`config.mk`:
```
export PLATFORM = sky130hd
export DESIGN_NAME = wash_cycle_controller
export DESIGN_NICKNAME = d
export VERILOG_FILES = /design/src/rtl/wm_pkg.sv /design/src/rtl/phase_watchdog.sv /design/src/rtl/wash_cycle_controller.sv
export SDC_FILE = /design/constraint.sdc
export NUM_CORES = 1
export LEC_CHECK = 0
export ABC_AREA = 1
export CAP_MARGIN = 5
export CORE_AREA = 10 10 61 63
export CTS_BUF_LIST = sky130_fd_sc_hd__clkbuf_4 sky130_fd_sc_hd__clkbuf_8 sky130_fd_sc_hd__clkbuf_16
export CTS_CLUSTER_SIZE = 25
export DETAILED_ROUTE_END_ITERATION = 8
export DIE_AREA = 0 0 71 73
export PLACE_DENSITY = 0.9
export SLEW_MARGIN = 10
export SYNTH_ARGS = -nofsm -noshare
export SYNTH_HDL_FRONTEND = slang
export SYNTH_SLANG_ARGS = --single-unit
```
`constraint.sdc`:
```
create_clock -name clock -period 2.75 [get_ports clock]
set_input_delay 0.55 -clock clock [delete_from_list [all_inputs] [get_ports clock]]
set_output_delay 0.55 -clock clock [all_outputs]
set_load 0.02 [all_outputs]
```
`src/rtl/wm_pkg.sv`:
```
// Shared definitions for the washing-machine controller.
//   - Eight state codes. Codes 2..6 are also the phase codes the timer decodes.
//   - Default watchdog limit.
//   - Actuator bundle and its Moore decode.
package wm_pkg;

  localparam logic [2:0] ST_IDLE  = 3'd0;
  localparam logic [2:0] ST_LOCK  = 3'd1;
  localparam logic [2:0] ST_FILL  = 3'd2;
  localparam logic [2:0] ST_HEAT  = 3'd3;
  localparam logic [2:0] ST_WASH  = 3'd4;
  localparam logic [2:0] ST_RINSE = 3'd5;
  localparam logic [2:0] ST_SPIN  = 3'd6;
  localparam logic [2:0] ST_DONE  = 3'd7;

  // Timer phase codes share the controller encoding.
  localparam logic [2:0] PH_FILL  = ST_FILL;
  localparam logic [2:0] PH_HEAT  = ST_HEAT;
  localparam logic [2:0] PH_WASH  = ST_WASH;
  localparam logic [2:0] PH_RINSE = ST_RINSE;
  localparam logic [2:0] PH_SPIN  = ST_SPIN;

  localparam int DEFAULT_TIMEOUT = 1023;

  typedef enum logic [2:0] {
    S_IDLE  = ST_IDLE,
    S_LOCK  = ST_LOCK,
    S_FILL  = ST_FILL,
    S_HEAT  = ST_HEAT,
    S_WASH  = ST_WASH,
    S_RINSE = ST_RINSE,
    S_SPIN  = ST_SPIN,
    S_DONE  = ST_DONE
  } wm_state_e;

  typedef struct packed {
    logic door_lock;
    logic water_valve;
    logic heater;
    logic motor_on;
    logic motor_fast;
    logic drain_valve;
    logic done;
  } act_t;

  // LOCK..SPIN: phases guarded by the watchdog.
  function automatic logic in_active(wm_state_e s);
    return (s >= S_LOCK) && (s <= S_SPIN);
  endfunction

  // FILL..SPIN: phases with the door interlock enforced (and pausable).
  function automatic logic in_wet(wm_state_e s);
    return (s >= S_FILL) && (s <= S_SPIN);
  endfunction

  function automatic act_t decode_act(wm_state_e s);
    act_t a;
    a             = '0;
    a.door_lock   = in_active(s);
    a.water_valve = (s == S_FILL);
    a.heater      = (s == S_HEAT);
    a.motor_on    = (s == S_WASH) || (s == S_RINSE) || (s == S_SPIN);
    a.motor_fast  = (s == S_SPIN);
    a.drain_valve = (s == S_SPIN);
    a.done        = (s == S_DONE);
    return a;
  endfunction

endpackage

```
`src/rtl/phase_watchdog.sv`:
```
// Per-phase cycle watchdog.
//   clock, reset : system clock, async active-high reset
//   clear        : restart count (phase entry / outside guarded phases)
//   hold         : freeze count
//   enable       : count while in a guarded phase
//   expired      : high on the edge that completes the TIMEOUT_CYCLES-th cycle
module phase_watchdog #(
  parameter int WD_W           = 10,
  parameter int TIMEOUT_CYCLES = 1023
) (
  input  logic clock,
  input  logic reset,
  input  logic clear,
  input  logic hold,
  input  logic enable,
  output logic expired
);

  // cnt_q is 0 during the first cycle of a phase, so the edge that ends
  // cycle N sees cnt_q == N-1.
  localparam logic [WD_W-1:0] LAST = WD_W'(TIMEOUT_CYCLES - 1);

  logic [WD_W-1:0] cnt_q;

  assign expired = enable && !hold && (cnt_q == LAST);

  always_ff @(posedge clock or posedge reset) begin
    if (reset)                                 cnt_q <= '0;
    else if (clear)                            cnt_q <= '0;
    else if (enable && !hold && cnt_q != LAST) cnt_q <= cnt_q + 1'b1;
  end

endmodule

```
`src/rtl/wash_cycle_controller.sv`:
```
// Wash program sequencer: IDLE, LOCK, FILL, HEAT, WASH, (FILL, RINSE) x N,
// SPIN, DONE. Advances on timer flags and handles door interlock, cancel and
// a per-phase watchdog.
//   clock, reset                          : clock, async active-high reset
//   start, cancel, door_closed            : operator / sensor inputs
//   sig_Full, sig_Temperature, sig_Completed : timer flags
//   pause                                 : hold request (WM_PAUSE_EN only)
//   state                                 : phase code to the timer
//   door_lock, water_valve, heater, motor_on, motor_fast, drain_valve : actuators
//   done                                  : one-cycle end-of-program pulse
//   fault                                 : sticky, cleared by accepted start
// Optional feature macro: WM_PAUSE_EN.
module wash_cycle_controller
  import wm_pkg::*;
#(
  parameter int RINSE_PASSES   = 2,
  parameter int TIMEOUT_CYCLES = DEFAULT_TIMEOUT,
  parameter int WD_W           = 10
) (
  input  logic       clock,
  input  logic       reset,
  input  logic       start,
  input  logic       cancel,
  input  logic       door_closed,
  input  logic       sig_Full,
  input  logic       sig_Temperature,
  input  logic       sig_Completed,
`ifdef WM_PAUSE_EN
  input  logic       pause,
`endif
  output logic [2:0] state,
  output logic       door_lock,
  output logic       water_valve,
  output logic       heater,
  output logic       motor_on,
  output logic       motor_fast,
  output logic       drain_valve,
  output logic       done,
  output logic       fault
);

  wm_state_e state_q, state_d;
  logic      first_q;              // first cycle of a phase: timer flags blanked
  logic      refill_q, refill_d;   // set once the main wash has completed
  logic [1:0] pass_q, pass_d;
  logic      fault_q, fault_d;
  act_t      act_q;
  logic      paused;
  logic      flags_ok;
  logic      door_fault;
  logic      wd_expired;

`ifdef WM_PAUSE_EN
  assign paused = pause && in_wet(state_q);
`else
  assign paused = 1'b0;
`endif

  assign flags_ok   = !first_q;
  assign door_fault = in_wet(state_q) && !door_closed;

  phase_watchdog #(
    .WD_W          (WD_W),
    .TIMEOUT_CYCLES(TIMEOUT_CYCLES)
  ) u_wd (
    .clock  (clock),
    .reset  (reset),
    .clear  ((state_d != state_q) || !in_active(state_q)),
    .hold   (paused),
    .enable (in_active(state_q)),
    .expired(wd_expired)
  );

  // Next state, priority: door fault, watchdog, cancel, (pause hold), advance.
  always_comb begin
    state_d  = state_q;
    refill_d = refill_q;
    pass_d   = pass_q;
    fault_d  = fault_q;
    if (door_fault) begin
      state_d = S_IDLE;
      fault_d = 1'b1;
    end else if (wd_expired) begin
      state_d = S_IDLE;
      fault_d = 1'b1;
    end else if (cancel && state_q == S_LOCK) begin
      state_d = S_IDLE;
    end else if (cancel && state_q >= S_FILL && state_q <= S_RINSE) begin
      state_d = S_SPIN;
    end else if (!paused) begin
      case (state_q)
        S_IDLE: if (start && door_closed) begin
          state_d  = S_LOCK;
          fault_d  = 1'b0;
          refill_d = 1'b0;
          pass_d   = '0;
        end
        // Lock confirmed only once the solenoid output is actually driven.
        S_LOCK: if (door_closed && act_q.door_lock) state_d = S_FILL;
        S_FILL: if (flags_ok && sig_Full)
          state_d = refill_q ? S_RINSE : S_HEAT;
        S_HEAT: if (flags_ok && sig_Temperature) state_d = S_WASH;
        S_WASH: if (flags_ok && sig_Completed) begin
          state_d  = S_FILL;
          refill_d = 1'b1;
        end
        S_RINSE: if (flags_ok && sig_Completed) begin
          pass_d  = pass_q + 2'd1;
          state_d = (int'(pass_q) + 1 < RINSE_PASSES) ? S_FILL : S_SPIN;
        end
        S_SPIN: if (flags_ok && sig_Completed) state_d = S_DONE;
        S_DONE: state_d = S_IDLE;
        default: state_d = S_IDLE;
      endcase
    end
  end

  always_ff @(posedge clock or posedge reset) begin
    if (reset) begin
      state_q  <= S_IDLE;
      first_q  <= 1'b1;
      refill_q <= 1'b0;
      pass_q   <= '0;
      fault_q  <= 1'b0;
      act_q    <= '0;
    end else begin
      state_q  <= state_d;
      // A paused cycle re-arms blanking so the restarted phase ignores
      // whatever the stopped timer left on its flags.
      first_q  <= (state_d != state_q) || paused;
      refill_q <= refill_d;
      pass_q   <= pass_d;
      fault_q  <= fault_d;
      act_q    <= decode_act(state_d);
    end
  end

  // While paused the timer sees the LOCK code and all actuators except the
  // door lock are forced off.
  assign state       = paused ? ST_LOCK : state_q;
  assign door_lock   = act_q.door_lock;
  assign water_valve = act_q.water_valve & ~paused;
  assign heater      = act_q.heater      & ~paused;
  assign motor_on    = act_q.motor_on    & ~paused;
  assign motor_fast  = act_q.motor_fast  & ~paused;
  assign drain_valve = act_q.drain_valve & ~paused;
  assign done        = act_q.done;
  assign fault       = fault_q;

endmodule

```
# --- Word-level counts from Yosys, hierarchy flattened ---
# Cells that the tools add are included.
classes:
  eq_ne: 21
  add_sub_neg: 3
  magnitude_cmp: 7
  muxes: 27
  n_bitwise: 4
  n_reduce_logical: 29
op_table:
  columns: ["op", "n"]
  rows:
  - ["3-bit two-way mux", 13]
  - ["3-bit == test (second input constant)", 8]
  - ["3-bit one-hot mux with 8 select lines", 1]
  - ["10-bit two-way mux", 2]
  - ["1-bit logical AND", 14]
  - ["7-bit AND reduction", 2]
  - ["3-bit by 2-bit == test with 1-bit output (second input constant)", 4]
  - ["10-bit by 1-bit adder with 10-bit output (second input constant)", 1]
  - ["10-bit == test (second input constant)", 1]
  - ["10-bit != test (second input constant)", 1]
  - ["3-bit <= comparator (second input constant)", 3]
  - ["1-bit two-way mux", 7]
  - ["3-bit by 1-bit >= comparator with 1-bit output (second input constant)", 2]
  - ["2-bit != test (second input constant)", 3]
  - ["3-bit by 2-bit != test with 1-bit output (second input constant)", 2]
  - ["2-bit nonzero test", 3]
  - ["3-bit nonzero test", 2]
  - ["2-bit two-way mux", 2]
  - ["1-bit inverter", 4]
  - ["2-bit one-hot mux with 2 select lines", 1]
  - ["4-bit AND reduction", 1]
  - ["2-bit by 1-bit adder with 3-bit output (second input constant)", 1]
  - ["3-bit by 1-bit == test with 1-bit output (second input constant)", 1]
  - ["3-bit by 2-bit >= comparator with 1-bit output (second input constant)", 1]
  - ["7 further kinds", 11]
word_totals:
  out_inout_bits: 11
  register_bits: 24
  input_bits: 8
  word_cells: 103

# --- Depth between registers and ports, before layout ---
logic_depth:
  ltp_word: 12
  ltp_mapped: 14
  ltp_nobuf: 13

# --- Modules after synthesis ---
# A second synthesis with hierarchy kept.
unflattened:
  cells_unflattened: 224
  area_unflattened_um2: 1657.8
by_module_without_submodules:
  columns: ["module", "area_each_um2", "cells_each", "instances", "seq_area_each_um2"]
  rows:
  - ["wash_cycle_controller", 998.5, 134, 1, 351.6]
  - ["phase_watchdog", 659.4, 90, 1, 250.2]

# --- Worst setup path after synthesis ---
# No wires, ideal clock.
synth_path:
  path_type: "register to register"
  startpoint: "register state_q[2] (netlist: state[2])"
  endpoint: "register u_wd.cnt_q[0]"
  t_required_ps: 2677
  arrival_ps: 1678
  stages_incl_launch_ff: 13
  n_path_buf: 1
  setup_time_ps: 73
  period_less_slack_ps: 1751
  slack_ps: 999
  cell_sequence: "dfrtp_1 > buf_4 > nor2_4 > nand2_1 > nand3_1 > o21ai_2 > nor2_2 > nand2_2 > nand2_1 > nand2_1 > nor2_4 > nand3_4 > nor2_1"
synth_via:
  elab_chain_len: 10
  elab_cells_between_ends: 37
  cone_classes: "4 x order compare; 8 x eq/ne; 13 x mux; 12 x reduce/logical"
synth_rtl:
  columns: ["item", "line", "text"]
  rows:
  - ["start, declared", "wash_cycle_controller.sv:42", "wm_state_e state_q, state_d;"]
  - ["start signal, assigned", "wash_cycle_controller.sv:127", "state_q <= state_d;"]
  - ["3-bit by 2-bit >= comparator with 1-bit output", "wm_pkg.sv:53, wash_cycle_controller.sv:88", null]
  - ["1-bit logical AND (2 in series)", "wash_cycle_controller.sv:88", "end else if (cancel && state_q >= S_FILL && state_q <= S_RINSE) begin"]
  - ["3-bit two-way mux", "wash_cycle_controller.sv:88", null]
  - ["3-bit two-way mux", "wash_cycle_controller.sv:86", "end else if (cancel && state_q == S_LOCK) begin"]
  - ["3-bit two-way mux", "wash_cycle_controller.sv:83", "end else if (wd_expired) begin"]
  - ["3-bit two-way mux", "wash_cycle_controller.sv:80", "if (door_fault) begin"]
  - ["3-bit != test", "wash_cycle_controller.sv:68", ".clear ((state_d != state_q) || !in_active(state_q)),"]
  - ["1-bit logical OR", "wash_cycle_controller.sv:68", null]
  - ["10-bit two-way mux / 2-bit nonzero test (equally long branches)", null, null]
  - ["end signal, assigned", "phase_watchdog.sv:30", "else if (enable && !hold && cnt_q != LAST) cnt_q <= cnt_q + 1'b1;"]
  - ["end, declared", "phase_watchdog.sv:23", "logic [WD_W-1:0] cnt_q;"]
# Several ways; a longest one is shown, not always the timed one.
# A chain may end at the register's enable or synchronous reset.

# --- Final worst setup path ---
layout_path:
  startpoint: "register state_q[1] (netlist: state[1])"
  endpoint: "output state[1]"
layout_rtl:
  columns: ["item", "line", "text"]
  rows:
  - ["end, declared", "wash_cycle_controller.sv:31", "output logic [2:0] state,"]
# No word-level cell between the ends.

==> metrics.md <==
| Metric | Value |
|---|---|
| Status | finished, final reports clean |
| Critical path arrival | around 1.7 ns |
| Vias in the first global route | 1206 |
| CP max stage cell | clkdlybuf4s50_1 |
| Busiest grt layer | met2 |
| XOR/XNOR Fraction of Synth Area | about 5% |
| Crit path time final | 2.22 ns |
| Syn_nets | between 200 and 250 |
| Ant. Diodes | 0 |
| Clock Sinks | 24 |
| Critical path class | reg2out |
| Relative slew slack | 42.0% |
| Drt total wl | approximately 2900 um |
| Yosys cell types | 24 |
| RSZ-0062 raised after global routing | no |
| Reg clk slew, reported paths | ~0.13 ns |
| Critical Path Sink Type | output pin |
| Compound-Gate Fraction of Synth Area | under 10% |
| Switching pwr | 0.000817 W |
| Ports | 19 |
| Post-synth top cells | nor2_1, nand2_1, inv_1, dfrtp_1, nand3_1 |
| Hold_buf cts | 0 |
| Area growth, synth to finish | 17.3% |
| Clk pwr share | 14.3% |
| CP Data Required Time | 2.20 ns |
| Combinational share of power | ~54% |
| Syn_area_per_cell | about 7.4 um2 |
| Port bufs | 18 |
| Final instance area | ~1700 um2 |
| Int Pwr | 0.000928 W |
| Async S/R FF share, synth | 100% |
| Vias | between 1000 and 1500 |
| Final Skew | between 0.003 and 0.004 ns |
| Maximum clock frequency | between 400 and 500 MHz |
| Largest family of logic cells by synthesized area | simple AND/OR/NAND/NOR gates |
| Share of cells above drive strength 1 | between 6 and 7% |
| H-Tree Depth | 1 |
| CTS tree | built |
| Setup TNS | 0 ns |
| Footprint of the multi-input gates | a little under 700 um2 |
| M2 GR Usage | between 20% and 30% |
| Period utilization | about four fifths |
| Grt met1 use | 14.6% |
| GR Layer Usage met3 | 2.31% |
| Synth Area in Adders | 2.67% |
| LEAKAGE | ~0.8 nW |
| Clk_lat worst skew | about 0.31 ns |
| Maximum VDD drop | between 0.8 and 0.9 mV |
| Fin. Hold Viols | 0 |
| Critical Path Fanout Max | 12 |
| Post-synth EDFFs | 0 |
| Delay-heaviest family, CP | buffers and inverters |
| Proportion of synthesized area in mux cells | 0% |
| Synth Register Bits | 24 |
| Die height | 73 um |
| Starting Density | 53.8% |
| Final core utilization | between 60% and 70% |
| Wire per inst | about 12 um |
| Seq pwr share | a little under a third |
| DP Cell Count | 235 |
| Longest Clk Path Bufs | 2 |
| Filler cell count | 223 |
| Flip-flop and latch area | roughly 600 um2 |
| Top cell type's share of synthesized area | approximately two fifths |
| Finish-stage setup viols | 0 |
| Initial antenna violation count | 0 |
| Pins Over Slew Limit | 0 |
| # Max-Cap Violations | 0 |
| Detailed Place HPWL | between 2000 and 2500 um |
| Chip Width | between 70 and 80 um |
| All-Layer GR Usage | roughly an eighth |
| Seq/Total Area, Yosys | 42.8% |
| Root buf cell | clkbuf_4 |
| Worst path cell trace | clkdlybuf4s50_1 |
| Via density | between 5 and 6 |
| Cell taking the most area after synthesis | dfrtp_1 |
| Placed cell area | roughly 1600 um2 |
| Post CTS Setup Buffer Count | 0 |
| Power density cells | ~1100 nW/um2 |
| FP Rows | 19 |
| Total CTS buffers | 3 |
| Drt drc | 0 |
| Most common cell in the netlist | nor2_1 |
| DRT Pass-1 Iters | 4 |
| Routability Congestion | around 0.95 |
| Syn. warnings | 0 |
| Commonest register cell after synthesis | dfrtp_1 |
| Die area | slightly above 5000 um2 |
| Slew @ Worst Pin | a little under 0.9 ns |
| Worst path bufs/invs | 1 |
| Post-route ant nets | 0 |
| Final Non-Filler Cells | 239 |
| Simple-gate share of the synthesized area | 36.7% |
| Largest net degree at the start of global routing | 25 |
| Drt initial violations | 79 |
| Synth Instances | between 150 and 200 |
| CTS-repair resized insts | 0 |
| Cell Area, Synth | 1410 um2 |
| Core ar. | 2620 um2 |
| Global route overflow | 0 |
| CP startpoint kind | flip-flop |
| Final hold slack | between 0.5 and 0.6 ns |
| # nets final | 220 |
| Sw frac | 46.8% |
| Min-delay worst type | reg2reg |
| Area contributors post-synth | dfrtp_1, nor2_1, nand2_1, inv_1, nand3_1 |
| First-pass GRT wire length | around 5300 um |
| Crit-path max cell delay | around 0.7 ns |
[layout by cell type (no fill, tap or decap)]
cell type / synthesis / final
a31oi_1: 1 / 1
nor3_1: 2 / 2
dfrtp_1: 23 / 23
inv_1: 27 / 27
a211oi_1: 1 / 1
nand2_2: 1 / 1
nor2_2: 1 / 1
nand3_2: 2 / 2
xor2_1: 4 / 4
bufinv_16: 0 / 1
nand4_1: 3 / 3
xnor2_1: 4 / 4
nor2_1: 42 / 42
ha_1: 3 / 3
clkbuf_4: 0 / 3
nand3_1: 19 / 19
clkdlybuf4s50_1: 0 / 18
dfstp_2: 1 / 1
nand3_4: 1 / 1
a21oi_1: 3 / 3
o21ai_2: 1 / 1
nor2_4: 2 / 2
o21ai_0: 3 / 3
and3b_1: 1 / 1
nand2_1: 41 / 41
[per-stage QoR]
stage	total power, W	setup slack, ns
floorplan	0.00124	0.999
global placement	0.00149	0.574
detailed placement	0.00150	0.534
CTS	0.00175	0.529
global route	0.00191	0.472
finish	0.00175	0.535
[area by class of cell]
type / instances / share of cell area, %
clock inverter: 1 / 1.82
multi-input combinational: 135 / 41.0
inverter: 27 / 6.14
timing repair buffer: 18 / 10.9
clock buffer: 3 / 1.36
tap: 31 / 2.35
sequential: 24 / 36.4
[worst paths after layout]
| path | endpoint | start | cells after the start | slack [ns] |
|---|---|---|---|---|
| hold / removal | u_wd.cnt_q[0] | u_wd.cnt_q[0] | 1 | 0.50 |
| setup / recovery | state[1] | state[1] | 1 | 0.53 |
| hold reg to reg | u_wd.cnt_q[0] | u_wd.cnt_q[0] | 1 | 0.50 |
| max in group asynchronous | fault | reset | 2 | 1.51 |
| min in group asynchronous | motor_on | reset | 2 | 0.70 |
| setup reg to reg | u_wd.cnt_q[2] | state[1] | 11 | 0.71 |
[power groups by stage]
stage | Combinational, W | Sequential, W | Clock (W)
after floorplan | 0.000681 | 0.000563 | 0
after global placement | 0.000933 | 0.000556 | 0
after detailed placement | 0.000943 | 0.000557 | 0
after CTS | 0.000951 | 0.000551 | 0.000254
after global routing | 0.00107 | 0.000564 | 0.000269
final | 0.000946 | 0.000550 | 0.000249
[routing by layer]
metal  vias up  part of all wire (%)
li1        621                     -
met1       536                    45
met2        33                    49
met3         6                   4.7
met4         0                   1.7
met5         -                     0
[cell families after synthesis]
group / Yosys count
simple gates: 115
buf+inv: 31
flops: 24
compound gates: 9
xor+xnor: 8
fa+ha+maj: 3
[state kept, by name (all words and copies together), names as in the netlist]
signal	count
heater	1
pass_q	2
refill_q	1
state	3
first_q	1
water_valve	1
fault	1
door_lock	1
u_wd.cnt_q	10
drain_valve	1
done	1
motor_on	1
Power figures use the tool's default switching activity.
